**src/rtl/ro_reg_pkg.sv**
```systemverilog
// Shared helpers for the read-only status register bank: address-window decode
// and per-register sticky-mask extraction.
package ro_reg_pkg;

    localparam int unsigned MAX_AW     = 32;
    localparam int unsigned MAX_DW     = 64;
    localparam int unsigned MAX_MASK_W = 4096;

    // One bit wider than the widest address so base + n never wraps.
    typedef logic [MAX_AW:0] addr_ext_t;

    function automatic logic in_range(input addr_ext_t addr, input addr_ext_t base,
                                      input addr_ext_t n);
        return (addr >= base) && (addr <= base + n - addr_ext_t'(1));
    endfunction

    function automatic logic [MAX_DW-1:0] sticky_mask_slice(input logic [MAX_MASK_W-1:0] mask,
                                                            input int unsigned k,
                                                            input int unsigned dw);
        logic [MAX_DW-1:0] keep;
        keep = (dw >= MAX_DW) ? {MAX_DW{1'b1}} : ~({MAX_DW{1'b1}} << dw);
        return MAX_DW'(mask >> (k * dw)) & keep;
    endfunction

endpackage

```
**src/rtl/ro_sts_reg_bank_if.sv**
```systemverilog
// Register-bus read port of the status bank: request, mode qualifiers and
// registered response.
interface ro_sts_reg_bank_if #(
    parameter int AW = 8,
    parameter int DW = 8
);
    logic          i_ren;
    logic          i_test_mode_status;
    logic          i_cfg_mode_status;
    logic [AW-1:0] i_addr;
    logic [DW-1:0] o_rdata;
    logic          o_rvld;
    logic          o_hit;

    modport slave (
        input  i_ren, i_test_mode_status, i_cfg_mode_status, i_addr,
        output o_rdata, o_rvld, o_hit
    );

    modport master (
        output i_ren, i_test_mode_status, i_cfg_mode_status, i_addr,
        input  o_rdata, o_rvld, o_hit
    );
endinterface

```
**src/rtl/ro_sts_reg_slice.sv**
```systemverilog
// One status register: sticky accumulation with optional clear-on-read, and an
// optional shadow copy used for coherent multi-register snapshots.
module ro_sts_reg_slice #(
    parameter int          DW     = 8,
    parameter logic [DW-1:0] STICKY = '0,
    parameter logic        RC     = 1'b0,
    parameter logic        SNAP   = 1'b0
) (
    input  logic          i_clk,
    input  logic          i_rst_n,
    input  logic [DW-1:0] i_ff_data,
    input  logic          i_rd,
    input  logic          i_snap,
    output logic [DW-1:0] o_eff,
    output logic [DW-1:0] o_shadow
);

    logic [DW-1:0] sticky_q;
    logic [DW-1:0] sticky_d;

    // Live data is OR-ed in so an event in the clearing read cycle is still reported.
    assign o_eff = sticky_q | i_ff_data;

    always_comb begin
        sticky_d = sticky_q | (i_ff_data & STICKY);
        if (RC && i_rd) begin
            sticky_d = '0;
        end
    end

    always_ff @(posedge i_clk) begin
        if (!i_rst_n) begin
            sticky_q <= '0;
        end else begin
            sticky_q <= sticky_d;
        end
    end

    generate
        if (SNAP) begin : g_snap
            logic [DW-1:0] shadow_q;

            always_ff @(posedge i_clk) begin
                if (!i_rst_n) begin
                    shadow_q <= '0;
                end else if (i_snap) begin
                    shadow_q <= o_eff;
                end
            end

            assign o_shadow = shadow_q;
        end else begin : g_no_snap
            logic snap_unused;
            assign snap_unused = i_snap;
            assign o_shadow    = '0;
        end
    endgenerate

endmodule

```
**src/rtl/ro_sts_reg_bank.sv**
```systemverilog
// Bank of NREG read-only status registers: mode-gated address decode, read mux
// (live or snapshot) and registered read data with a one-cycle valid strobe.
module ro_sts_reg_bank
    import ro_reg_pkg::*;
#(
    parameter int                 DW                   = 8,
    parameter int                 AW                   = 8,
    parameter int                 NREG                 = 4,
    parameter logic [AW-1:0]      BASE_ADDR            = {AW{1'b0}},
    parameter logic [NREG*DW-1:0] STICKY_MASK          = {NREG*DW{1'b0}},
    parameter logic [NREG-1:0]    RC_MASK              = {NREG{1'b0}},
    parameter logic               SNAP_EN              = 1'b0,
    parameter logic               SUPPORT_TEST_MODE_RD = 1'b1,
    parameter logic               SUPPORT_CFG_MODE_RD  = 1'b1
) (
    input  logic               i_clk,
    input  logic               i_rst_n,
    input  logic [NREG*DW-1:0] i_ff_data,
    ro_sts_reg_bank_if.slave   bus
);

    localparam int IDX_W = (NREG > 1) ? $clog2(NREG) : 1;

    logic             ren;
    logic             hit;
    logic             acc;
    logic [IDX_W-1:0] idx;
    logic [DW-1:0]    eff    [NREG];
    logic [DW-1:0]    shadow [NREG];
    logic [DW-1:0]    sel;
    logic [DW-1:0]    rdata_d;
    logic [DW-1:0]    rdata_q;
    logic             rvld_d;
    logic             rvld_q;

    assign ren = bus.i_ren & ((bus.i_test_mode_status & SUPPORT_TEST_MODE_RD) |
                              (bus.i_cfg_mode_status  & SUPPORT_CFG_MODE_RD));
    assign hit = in_range(addr_ext_t'(bus.i_addr), addr_ext_t'(BASE_ADDR), addr_ext_t'(NREG));
    assign acc = ren & hit;
    assign idx = IDX_W'(bus.i_addr - BASE_ADDR);

    assign bus.o_hit = acc;

    genvar gi;
    generate
        for (gi = 0; gi < NREG; gi++) begin : g_reg
            ro_sts_reg_slice #(
                .DW     (DW),
                .STICKY (DW'(sticky_mask_slice(MAX_MASK_W'(STICKY_MASK), gi, DW))),
                .RC     (RC_MASK[gi]),
                .SNAP   (SNAP_EN)
            ) u_slice (
                .i_clk     (i_clk),
                .i_rst_n   (i_rst_n),
                .i_ff_data (i_ff_data[gi*DW +: DW]),
                .i_rd      (acc && (idx == IDX_W'(gi))),
                .i_snap    (acc && (idx == '0)),
                .o_eff     (eff[gi]),
                .o_shadow  (shadow[gi])
            );
        end
    endgenerate

    // Register 0 is always live; with snapshots the others come from the shadow copy.
    always_comb begin
        sel = eff[idx];
        if (SNAP_EN && (idx != '0)) begin
            sel = shadow[idx];
        end
        rdata_d = acc ? sel : '0;
        rvld_d  = acc;
    end

    always_ff @(posedge i_clk) begin
        if (!i_rst_n) begin
            rdata_q <= '0;
            rvld_q  <= 1'b0;
        end else begin
            rdata_q <= rdata_d;
            rvld_q  <= rvld_d;
        end
    end

    assign bus.o_rdata = rdata_q;
    assign bus.o_rvld  = rvld_q;

endmodule

```
**src/flat_wrapper.sv**
```systemverilog
// flat-port wrapper written by rule: the top's interface ports become plain ports
module ro_sts_reg_bank_flat import ro_reg_pkg::*;
#(
    parameter int                 DW                   = 8,
    parameter int                 AW                   = 8,
    parameter int                 NREG                 = 4,
    parameter logic [AW-1:0]      BASE_ADDR            = {AW{1'b0}},
    parameter logic [NREG*DW-1:0] STICKY_MASK          = {NREG*DW{1'b0}},
    parameter logic [NREG-1:0]    RC_MASK              = {NREG{1'b0}},
    parameter logic               SNAP_EN              = 1'b0,
    parameter logic               SUPPORT_TEST_MODE_RD = 1'b1,
    parameter logic               SUPPORT_CFG_MODE_RD  = 1'b1
)
  (i_clk, i_rst_n, i_ff_data, bus_i_ren, bus_i_test_mode_status, bus_i_cfg_mode_status, bus_i_addr, bus_o_rdata, bus_o_rvld, bus_o_hit);
  ro_sts_reg_bank_if #(.AW(AW), .DW(DW)) bus_i ();
  input  logic i_clk;
  input  logic i_rst_n;
  input  logic [NREG*DW-1:0] i_ff_data;
  input wire logic [$bits(bus_i.i_ren)-1:0] bus_i_ren;
  input wire logic [$bits(bus_i.i_test_mode_status)-1:0] bus_i_test_mode_status;
  input wire logic [$bits(bus_i.i_cfg_mode_status)-1:0] bus_i_cfg_mode_status;
  input wire logic [$bits(bus_i.i_addr)-1:0] bus_i_addr;
  output wire logic [$bits(bus_i.o_rdata)-1:0] bus_o_rdata;
  output wire logic [$bits(bus_i.o_rvld)-1:0] bus_o_rvld;
  output wire logic [$bits(bus_i.o_hit)-1:0] bus_o_hit;
  assign bus_i.i_ren = bus_i_ren;
  assign bus_i.i_test_mode_status = bus_i_test_mode_status;
  assign bus_i.i_cfg_mode_status = bus_i_cfg_mode_status;
  assign bus_i.i_addr = bus_i_addr;
  assign bus_o_rdata = bus_i.o_rdata;
  assign bus_o_rvld = bus_i.o_rvld;
  assign bus_o_hit = bus_i.o_hit;
  ro_sts_reg_bank #(.DW(DW), .AW(AW), .NREG(NREG), .BASE_ADDR(BASE_ADDR), .STICKY_MASK(STICKY_MASK), .RC_MASK(RC_MASK), .SNAP_EN(SNAP_EN), .SUPPORT_TEST_MODE_RD(SUPPORT_TEST_MODE_RD), .SUPPORT_CFG_MODE_RD(SUPPORT_CFG_MODE_RD)) u_core (.i_clk(i_clk), .i_rst_n(i_rst_n), .i_ff_data(i_ff_data), .bus(bus_i));
endmodule
```
**config.mk**
```make
export PLATFORM = sky130hd
export DESIGN_NAME = ro_sts_reg_bank_flat
export DESIGN_NICKNAME = d
export VERILOG_FILES = /design/src/rtl/ro_reg_pkg.sv /design/src/rtl/ro_sts_reg_bank_if.sv /design/src/rtl/ro_sts_reg_slice.sv /design/src/rtl/ro_sts_reg_bank.sv /design/src/flat_wrapper.sv
export SDC_FILE = /design/constraint.sdc
export NUM_CORES = 1
export LEC_CHECK = 0
export CAP_MARGIN = 20
export CORE_MARGIN = 4
export CORE_UTILIZATION = 36
export DETAILED_ROUTE_END_ITERATION = 6
export GPL_TIMING_DRIVEN = 0
export PLACE_DENSITY = 0.81
export SYNTH_ARGS = -nofsm -noshare
export SYNTH_HDL_FRONTEND = slang
export SYNTH_HIERARCHICAL = 1
export SYNTH_SLANG_ARGS = --single-unit
```
**constraint.sdc**
```tcl
create_clock -name i_clk -period 0.9 [get_ports i_clk]
set_input_delay 0.09 -clock i_clk [delete_from_list [all_inputs] [get_ports i_clk]]
set_output_delay 0.09 -clock i_clk [all_outputs]
set_load 0.01 [all_outputs]
```
# Word-level counts from Yosys, hierarchy flattened
# Cells that the tools add are included.
# word_totals
regBits	9
in_bits	45
wordCells	12
# op_classes
n_lt_le_gt_ge	2
muxes	3
bitwise	4
n_reduce_logical	1
# op_table
cell	n
$bmux 8 s2	1
$mux 8	2
$le 8x2->1 const B	1
$ge 3x3->1 const B	1
$not 2->3	1
$and 1x1->1	2
$reduce_and 2->1	1
$or 1x1->1	1

# Longest topological paths before layout
# depth
ltp_word	4
depth_mapped	3
ltp_nobuf	3

# Hierarchy
# Netlist, hierarchy kept.
# by_module_without_submodules
module	instances	cells_per_inst	area_per_inst_um2	seq_area_each_um2
ro_sts_reg_bank	1	38	551.8	180.2
ro_sts_reg_slice	4	17	123.9	0.0

# Worst setup path after synthesis
# Ideal clock, no wire load.
# synth_path
path_type	input to register
start	input port bus_i_addr[0]
end	register u_core.rdata_q[0], in the netlist u_core/bus.o_rdata[0]
t_arrival_ns	0.829
required_time_ns	0.773
path_slack_ns	-0.055
cell_stages	3
path_cell_list	buf_6 > mux4_2 > nor2b_1
# synth_via
elab_chain_len	4
# synth_rtl
item	line	rtl
from (decl)	flat_wrapper.sv:22	input wire logic [$bits(bus_i.i_addr)-1:0] bus_i_addr;
branches (longest 4 deep; another with $le 8x2->1)	-	
to (signal assigned)	ro_sts_reg_bank.sv:79	rdata_q <= rdata_d;
to (decl)	ro_sts_reg_bank.sv:32	logic [DW-1:0] rdata_q;
# Several ways; the timed one is not identified. The select of a mux whose other input is x is not followed.
# A chain may end at the register's enable or synchronous reset.

# Final worst setup path
# layout_path
start	input port bus_i_addr[5]
end	output port bus_o_hit
# layout_via
elab_chain_len	2
# layout_rtl
item	line	rtl
$le 8x2->1	ro_reg_pkg.sv:14	return (addr >= base) && (addr <= base + n - addr_ext_t'(1));
$and 1x1->1	ro_sts_reg_bank.sv:39	assign acc = ren & hit;
to (decl)	flat_wrapper.sv:25	output wire logic [$bits(bus_i.o_hit)-1:0] bus_o_hit;
# Every way passes these cells.

==> impl_metrics.tcl <==
set metrics [dict create \
    status "completed" \
    clockBufferDepth 2 \
    dp_cells 114 \
    vias_per_cell 4.33 \
    ctsHoldBuffers 0 \
    drc 0 \
    final_max_slew_viol_count 0 \
    area_growth_syn_to_layout_pct 33.5 \
    synth_warnings 6 \
    final_hold_viol_count 0 \
    setup_viol 0 \
    diodes 0 \
    dieArea_um2 2890 \
    num_io_pins 55 \
    period_minus_slack_ns 0.882 \
    fillers 184 \
    maxCapViolCount 0 \
    worstPathArrival_ns 0.79 \
    fmax_mhz 1130 \
    vias 519 \
    power_density_nw_per_um2 969 \
    tightest_slew_ns 0.313 \
    htreeDepth 1 \
    antenna_found_initial 0 \
    avgSynthCellArea_um2 11.6 \
    crit_required_ns 0.81 \
    cts.clk_slew.worst_paths_ns 0.06 \
    utilization 0.508 \
    fin_crit_sh 0.980 \
    place.port_buffers 22 \
    rsz0062_at_grt "true" \
    worstSetupEndpointType "output pin" \
    start_util 0.381 \
    dieHeight_um 53.8 \
    place.gp.congestion 0.600 \
    cts_inserted_buffers 3 \
    layout_setup_ws_ns 0.0179 \
    first_global_vias 587 \
    grt_max_degree 10 \
    core_um2 1980 \
    report.power.total_w 0.000976 \
    die_w_um 53.8 \
    hold_class "input port to flip-flop" \
    fin_nets 139 \
    critPathMaxFanout 2 \
    drt_first_iter_violations 1 \
    vdd_drop_max_uv 420 \
    path_class "input port to output pin" \
    final_cells 120 \
    start_kind "input port" \
    detail-route-antenna-nets 0 \
    dpl_worst_slack_ns -0.847 \
    slew-limit-headroom 0.791 \
    grt.overflow.total 0 \
    grt_pass1_wl_mm 2.38 \
    first_pass_iters 3 \
    drt-total-wl_mm 1.53 \
    wl_per_cell_um 12.7 \
    grt.total_usage 0.116 \
    synth.cell_area_um2 754 \
    cts_sinks 9 \
    synth_cells 65 \
    drive_gt1_frac 0.720 \
    cts_root_buf "clkbuf_4" \
    syn-num-nets 110 \
    cts_tree "yes" \
    fp-row-count 16 \
    leakage_nw 0.481 \
]
==> worst paths after layout <==
kind | start | end | slack, ns | depth (start not counted)
worst max-delay path | bus_i_addr[5] | bus_o_hit | 0.02 | 5
worst min-delay path | i_ff_data[26] | u_core/bus.o_rdata[2]$_SDFF_PN0_ | 0.25 | 3
==> registers in the layout, indices dropped and copies added, names as in the netlist <==
name	cells
u_core/bus.o_rvld	1
u_core/bus.o_rdata	8
==> where the power goes <==
group	total (W)	switching (W)	internal (W)	leakage [nW]
sequential	0.000399	0.000000158	0.000399	0.0725
clock	0.000302	0.000138	0.000164	0.0177
combinational	0.000275	0.0000687	0.000207	0.391
total	0.000976	0.000207	0.000769	0.481
==> cell usage in the layout, fill, tap and decap left out <==
cell	n
dfxtp_1	9
clkbuf_4	4
mux4_2	8
clkdlybuf4s15_1	3
clkbuf_2	4
dlygate4sd2_1	3
buf_2	7
buf_12	1
clkinv_2	1
clkdlybuf4s15_2	1
clkdlybuf4s50_1	1
o211ai_2	1
nor4b_4	1
nor3_4	1
nor2b_1	8
buf_6	3
buf_4	34
o2111ai_4	1
inv_1	2
==> worst max-delay path, cell delays in order <==
cell and delay, ns:
buf_6 0.09, nor4b_4 0.30, o211ai_2 0.11, inv_1 0.07, buf_2 0.12
==> routing by layer <==
metal,track usage,part of all wire
met5,0,0
met4,0.0638,0.0039
met3,0.0360,0.18
met2,0.218,0.51
met1,0.109,0.31
==> through the flow <==
stage | setup TNS (ns) | hold slack, ns | cell area, um2
global route | -0.0408 | 0.266 | 1010
finish | 0 | 0.252 | 1010
CTS | 0 | 0.239 | 1050
detailed placement | -6.83 | 0.516 | 1010
global placement | -6.58 | 0.513 | 1010
floorplan | -0.0687 | 0.303 | 756
==> repair_timing <==
action / CTS / global route
hold endpoints to repair: 0 / 0
resized for setup: 58 / 12
setup buffers: 2 / 0
endpoints found under the setup margin: 19 / 10
pin swaps: 3 / 2
==> final cells by class <==
cell class	instances	area, um2	share of cell area
well taps	27	33.8	0.0335
multi-input cells	20	309	0.307
clock inverters	1	5.00	0.00497
flip-flops and latches	9	180	0.179
repair buffers	24	178	0.176
clock buffers	3	22.5	0.0224
inverters	2	7.51	0.00745
plain buffers	34	272	0.270
(Power assumes the default switching activity.)
